**config.mk**
```make
export PLATFORM = sky130hd
export DESIGN_NAME = wb_debug_master_flat
export DESIGN_NICKNAME = d
export VERILOG_FILES = /design/src/rtl/wb_debug_pkg.sv /design/src/rtl/wishbone_if.sv /design/src/rtl/wb_debug_master.sv /design/src/flat_wrapper.sv
export SDC_FILE = /design/constraint.sdc
export NUM_CORES = 1
export LEC_CHECK = 0
export BUFFER_PORTS_ARGS = -buffer_cell sky130_fd_sc_hd__buf_2
export CORE_MARGIN = 3
export CORE_UTILIZATION = 45
export DETAILED_ROUTE_END_ITERATION = 6
export HOLD_SLACK_MARGIN = 0.03
export PLACE_DENSITY = 0.69
export SYNTH_ARGS = -nofsm -noshare
export SYNTH_HDL_FRONTEND = slang
export SYNTH_SLANG_ARGS = --single-unit
```
**constraint.sdc**
```tcl
create_clock -name clk -period 10.8 [get_ports clk]
set_clock_uncertainty 0.05 [all_clocks]
set_input_delay 1.08 -clock clk [delete_from_list [all_inputs] [get_ports clk]]
set_output_delay 1.08 -clock clk [all_outputs]
set_load 0.02 [all_outputs]
```
**src/rtl/wb_debug_pkg.sv**
```systemverilog
// wb_debug_pkg: command/response codes and state encoding for the debug bridge
package wb_debug_pkg;
  localparam logic [7:0] CMD_WRITE = 8'h57;
  localparam logic [7:0] CMD_READ  = 8'h52;
  localparam logic [7:0] RSP_ACK   = 8'h06;
  localparam logic [7:0] RSP_NAK   = 8'h15;
  typedef enum logic [2:0] {IDLE, ADDR, DATA, BUS, RESP} state_t;
endpackage

```
**src/rtl/wishbone_if.sv**
```systemverilog
// wishbone_if: single 32-bit Wishbone classic bus bundle
interface wishbone_if;
  logic        cyc, stb, we, ack;
  logic [3:0]  sel;
  logic [31:0] adr, dat_w, dat_r;
  modport master(output cyc, stb, we, sel, adr, dat_w, input dat_r, ack);
  modport slave(input cyc, stb, we, sel, adr, dat_w, output dat_r, ack);
endinterface

```
**src/rtl/wb_debug_master.sv**
```systemverilog
// wb_debug_master: byte-stream command parser issuing single Wishbone classic cycles
module wb_debug_master
  import wb_debug_pkg::*;
#(
  parameter int TIMEOUT_CYCLES = 1024
) (
  input  logic       clk,
  input  logic       reset,
  wishbone_if.master wishbone,
  input  logic [7:0] rx_data,
  input  logic       rx_valid,
  output logic [7:0] tx_data,
  output logic       tx_valid,
  input  logic       tx_ready,
  output logic       busy,
  output logic       overrun
);
  localparam int TW = $clog2(TIMEOUT_CYCLES + 1);
  state_t          state;
  logic            wr, one;
  logic [1:0]      cnt;
  logic [23:0]     shift;
  logic [TW-1:0]   tmo;
  always_ff @(posedge clk or posedge reset) begin
    if (reset) begin
      state          <= IDLE;
      wr             <= 1'b0;
      one            <= 1'b0;
      cnt            <= 2'd0;
      shift          <= 24'h0;
      tmo            <= '0;
      wishbone.cyc   <= 1'b0;
      wishbone.stb   <= 1'b0;
      wishbone.we    <= 1'b0;
      wishbone.sel   <= 4'h0;
      wishbone.adr   <= 32'h0;
      wishbone.dat_w <= 32'h0;
      tx_data        <= 8'h0;
      tx_valid       <= 1'b0;
      busy           <= 1'b0;
      overrun        <= 1'b0;
    end else begin
      overrun <= 1'b0;
      case (state)
        IDLE: if (rx_valid) begin
          wr   <= rx_data == CMD_WRITE;
          busy <= 1'b1;
          if (rx_data == CMD_WRITE || rx_data == CMD_READ) state <= ADDR;
          else begin
            state    <= RESP;
            one      <= 1'b1;
            tx_valid <= 1'b1;
            tx_data  <= RSP_NAK;
          end
        end
        // little-endian fields: each new byte enters at the top and slides down
        ADDR: if (rx_valid) begin
          wishbone.adr <= {rx_data, wishbone.adr[31:8]};
          cnt          <= cnt + 2'd1;
          if (cnt == 2'd3) begin
            state        <= wr ? DATA : BUS;
            wishbone.cyc <= !wr;
            wishbone.stb <= !wr;
            wishbone.we  <= 1'b0;
            wishbone.sel <= wr ? 4'h0 : 4'hF;
            tmo          <= '0;
          end
        end
        DATA: if (rx_valid) begin
          wishbone.dat_w <= {rx_data, wishbone.dat_w[31:8]};
          cnt            <= cnt + 2'd1;
          if (cnt == 2'd3) begin
            state        <= BUS;
            wishbone.cyc <= 1'b1;
            wishbone.stb <= 1'b1;
            wishbone.we  <= 1'b1;
            wishbone.sel <= 4'hF;
            tmo          <= '0;
          end
        end
        // ack is checked before the timeout so a late ack on the last cycle still completes
        BUS: begin
          overrun <= rx_valid;
          if (wishbone.ack || tmo == TW'(TIMEOUT_CYCLES - 1)) begin
            state        <= RESP;
            wishbone.cyc <= 1'b0;
            wishbone.stb <= 1'b0;
            wishbone.we  <= 1'b0;
            wishbone.sel <= 4'h0;
            tx_valid     <= 1'b1;
            one          <= !wishbone.ack || wr;
            tx_data      <= !wishbone.ack ? RSP_NAK : wr ? RSP_ACK : wishbone.dat_r[7:0];
            shift        <= wishbone.dat_r[31:8];
          end else tmo <= tmo + 1'b1;
        end
        RESP: begin
          overrun <= rx_valid;
          if (tx_ready) begin
            if (one || cnt == 2'd3) begin
              state    <= IDLE;
              tx_valid <= 1'b0;
              busy     <= 1'b0;
              cnt      <= 2'd0;
            end else begin
              cnt     <= cnt + 2'd1;
              tx_data <= shift[7:0];
              shift   <= {8'h00, shift[23:8]};
            end
          end
        end
        default: state <= IDLE;
      endcase
    end
  end
endmodule

```
**src/flat_wrapper.sv**
```systemverilog
// flat-port wrapper written by rule: the top's interface ports become plain ports
module wb_debug_master_flat import wb_debug_pkg::*;
#(
  parameter int TIMEOUT_CYCLES = 1024
)
  (clk, reset, rx_data, rx_valid, tx_data, tx_valid, tx_ready, busy, overrun, wishbone_cyc, wishbone_stb, wishbone_we, wishbone_sel, wishbone_adr, wishbone_dat_w, wishbone_dat_r, wishbone_ack);
  wishbone_if wishbone_i ();
  input  logic clk;
  input  logic reset;
  input  logic [7:0] rx_data;
  input  logic rx_valid;
  output logic [7:0] tx_data;
  output logic tx_valid;
  input  logic tx_ready;
  output logic busy;
  output logic overrun;
  output wire logic [$bits(wishbone_i.cyc)-1:0] wishbone_cyc;
  output wire logic [$bits(wishbone_i.stb)-1:0] wishbone_stb;
  output wire logic [$bits(wishbone_i.we)-1:0] wishbone_we;
  output wire logic [$bits(wishbone_i.sel)-1:0] wishbone_sel;
  output wire logic [$bits(wishbone_i.adr)-1:0] wishbone_adr;
  output wire logic [$bits(wishbone_i.dat_w)-1:0] wishbone_dat_w;
  input wire logic [$bits(wishbone_i.dat_r)-1:0] wishbone_dat_r;
  input wire logic [$bits(wishbone_i.ack)-1:0] wishbone_ack;
  assign wishbone_cyc = wishbone_i.cyc;
  assign wishbone_stb = wishbone_i.stb;
  assign wishbone_we = wishbone_i.we;
  assign wishbone_sel = wishbone_i.sel;
  assign wishbone_adr = wishbone_i.adr;
  assign wishbone_dat_w = wishbone_i.dat_w;
  assign wishbone_i.dat_r = wishbone_dat_r;
  assign wishbone_i.ack = wishbone_ack;
  wb_debug_master #(.TIMEOUT_CYCLES(TIMEOUT_CYCLES)) u_core (.clk(clk), .reset(reset), .wishbone(wishbone_i), .rx_data(rx_data), .rx_valid(rx_valid), .tx_data(tx_data), .tx_valid(tx_valid), .tx_ready(tx_ready), .busy(busy), .overrun(overrun));
endmodule
```
==> metrics.md <==
| Metric | Value |
|---|---|
| Iter 0 DRT Violations | 252 |
| Post-synthesis cell type count | 57 |
| Hold Crit Depth | 1 |
| Row count | 38 |
| Largest net degree at the start of global routing | 68 |
| First-pass GRT wire length | between 15000 and 20000 um |
| Number of synthesized flops with an enable pin | 0 |
| Post-route ant nets | 0 |
| CTS Sinks | ~120 |
| Vias per cell | approximately 5.3 |
| Antenna violations before repair | 0 |
| Worst reg2reg path startpoint | u_core.tmo[0] |
| Async set-reset flop share out of synthesis | 1.00 |
| IO Port Bufs | between 100 and 150 |
| CTS Hold Bufs | 0 |
| Worst Hold Launch | u_core.wishbone.adr[1] |
| Setup TNS | 0 ns |
| Hold EP | u_core.wishbone.adr[1] |
| Run status | finished, final reports clean |
| Fin nets | approximately 600 |
| Maximum vdd drop | 0.166 mV |
| Setup WS pre-CTS | 7.92 ns |
| Synthesized flop and latch total | between 100 and 150 |
| Setup crit end kind | register |
| Highest Clock Rate | 392 MHz |
| Power Density | 333 nW/um^2 |
| Worst Hold Class | reg -> reg |
| Top-level I/O count | between 100 and 150 |
| Post-CTS setup buffers | 0 |
| Congestion Overflow GR | 0 |
| Max capacitance violation total | 0 |
| Leakage | between 3 and 4 nW |
| Filler cells | between 900 and 1000 |
| Yosys Warn Count | 0 |
| CTS Buffer Depth | 2 |
| Die X | roughly 110 um |
| Critical path's slowest cell | o21a_1 |
| Core area | 11100 um^2 |
| Max-slew violations | 0 |
| Syn Std Cell Area | roughly 5200 um^2 |
| Area added between synthesis and finish | 24.5% |
| Vias | between 3000 and 4000 |
| Clk slew on worst S/H paths | about 0.060 ns |
| Syn_nets | around 480 |
| Fin crit period | approximately 2.6 ns |
| GPL Wtd Cong | between 0.8 and 0.9 |
| HPWL reported at the end of detailed placement | 7840 um |
| Post-route DRC | 0 |
| Post-cts resize count | 0 |
| Layout cells sized above 1 | 0.434 |
| Total Wirelength | ~11000 um |
| Sequential share of the synthesized area | 0.573 |
| Vias in the first global route | around 3800 |
| RSZ-0062 raised after global routing | false |
| CTS tree | done |
| Crit share post-route | 0.236 |
| Worst Slack Setup Final | about 8.2 ns |
| DR WL/cell | 16.1 um |
| Worst-case reg-to-reg path depth | 5 |
| Req. time, crit path | 10.99 ns |
| Crit start category | register |
| Worst Max-Slew Pin Slew | around 0.94 ns |
| Final hold vios | 0 |
| Syn Area/Cell | 12.1 um^2 |
| Crit Path Class | reg -> reg |
| H-tree depth | 4 |
| Clock root cell | clkbuf_16 |
| Largest fanout on the critical path | 32 |
| CP Cell Sequence | ha_1, nand3_2, o31ai_4, o21a_1, a31oi_1 |
| Worst-Skew Late Latency | about 0.41 ns |
| Total Power | 2.16 mW |
| Worst EP arrival | between 2 and 3 ns |
| Die area | about 13000 um^2 |
| Synth Flop Type | dfrtp_1 |
| Final setup viols | 0 |
| R2R Setup Slk | roughly 8.2 ns |
| DIE HEIGHT | around 110 um |
| Gate Count Post-Synth | 429 |
| CP max stage delay | 0.82 ns |
| Initial Util | 0.470 |
| DRT Pass-1 Iters | 4 |
| Slew headroom | 0.372 |
| TritonCTS buffer count | 17 |
| # diodes | 0 |
| Worst R2R End | u_core.shift[7] |
| GRT Util Overall | 0.184 |
## Yosys cell counts, types with 2 or more instances
cell type / number / area [um^2]
a31oi_1: 21 / 131
o21ai_0: 17 / 85.1
nand3_1: 3 / 15.0
buf_4: 5 / 37.5
a22o_2: 3 / 30.0
a21oi_1: 11 / 55.1
a22o_1: 10 / 87.6
nor2_1: 34 / 128
o22a_1: 2 / 17.5
mux2_1: 4 / 45.0
nand2_1: 55 / 206
a22oi_1: 2 / 15.0
ha_1: 2 / 25.0
inv_1: 5 / 18.8
and3_1: 3 / 18.8
clkbuf_8: 2 / 27.5
buf_2: 12 / 60.1
mux2_2: 61 / 687
clkbuf_1: 4 / 15.0
nand2b_1: 6 / 37.5
mux2_4: 7 / 105
nor3_1: 3 / 15.0
nor4b_1: 2 / 17.5
o21a_1: 3 / 22.5
xor2_1: 2 / 17.5
dfrtp_1: 119 / 2980
## power breakdown
group          internal [mW]  switching [mW]
Combinational          0.352           0.478
Sequential             0.639           0.143
Clock                  0.328           0.218
## cells in the final DEF, fill, tap and decap left out, types with 2 or more instances in the layout
| cell | synthesis | layout |
|---|---|---|
| buf_2 | 12 | 126 |
| dfrtp_1 | 119 | 119 |
| mux2_2 | 61 | 61 |
| nand2_1 | 55 | 55 |
| nor2_1 | 34 | 33 |
| a31oi_1 | 21 | 21 |
| o21ai_0 | 17 | 17 |
| clkbuf_16 | 0 | 17 |
| a21oi_1 | 11 | 11 |
| a22o_1 | 10 | 10 |
| mux2_4 | 7 | 7 |
| nand2b_1 | 6 | 6 |
| inv_6 | 0 | 5 |
| mux2_1 | 4 | 4 |
| inv_1 | 5 | 4 |
| buf_4 | 5 | 4 |
| and3_1 | 3 | 3 |
| o21a_1 | 3 | 3 |
| a22o_2 | 3 | 3 |
| nor3_1 | 3 | 3 |
| nand3_1 | 3 | 3 |
| clkinv_4 | 0 | 3 |
| clkinvlp_4 | 0 | 3 |
| xor2_1 | 2 | 2 |
| o22a_1 | 2 | 2 |
| a22oi_1 | 2 | 2 |
| nor4b_1 | 2 | 2 |
| ha_1 | 2 | 2 |
## metal layers
layer | share of wire | GRT usage
met3 | 0.058 | 0.0467
met4 | 0.018 | 0.0801
met2 | 0.48 | 0.289
met5 | 0 | 0
met1 | 0.44 | 0.243
## final cells by class
cell class / instances / area (um^2) / area share
clock buffers: 18 / 439 / 0.0678
clock inverters: 14 / 139 / 0.0215
flip-flops and latches: 119 / 2980 / 0.460
multi-input cells: 281 / 2060 / 0.318
well taps: 140 / 175 / 0.0271
inverters: 5 / 21.3 / 0.00329
repair buffers: 130 / 661 / 0.102
## per-stage QoR
step	instances	hold WS (ns)	utilization	area, um^2
6_report	707	0.451	0.584	6470
5_1_grt	707	0.470	0.584	6470
4_1_cts	707	0.454	0.584	6470
3_5_place_dp	675	0.441	0.532	5900
3_3_place_gp	675	0.420	0.532	5900
2_1_floorplan	429	0.404	-	5200
## worst max-delay path: cells and delay by family (launching register included)
kind | cells | cell delay (ns)
AOI/OAI and AO/OA | 3 | 1.51
DFF | 1 | 0.39
adders and majority gates | 1 | 0.23
and+or+nand+nor | 1 | 0.19
## worst max path at each step
stage	start	endpoint	slack, ns
after global placement	rx_data[5]	u_core.tx_data[7]	8.00
final	u_core.tmo[0]	u_core.shift[7]	8.25
after floorplan	reset	u_core.busy	6.51
after global routing	u_core.tmo[0]	u_core.shift[5]	7.93
after detailed placement	wishbone_ack	u_core.shift[7]	7.92
after CTS	u_core.tmo[0]	u_core.shift[7]	8.25
## state kept, by name (all words and copies together), names as in the netlist
signal,flops
u_core.wr,1
u_core.state,3
u_core.wishbone.dat_w,32
u_core.busy,1
u_core.wishbone.sel,1
u_core.tx_data,8
u_core.overrun,1
u_core.tmo,11
u_core.tx_valid,1
u_core.cnt,2
u_core.one,1
u_core.wishbone.adr,32
u_core.wishbone.we,1
u_core.shift,24
## logic make-up after synthesis
group / share of synthesized area
flops: 0.573
simple gates: 0.107
compound gates: 0.115
mux: 0.163
buf+inv: 0.0327
xor+xnor: 0.00505
fa+ha+maj: 0.00481
(Power assumes the default switching activity.)
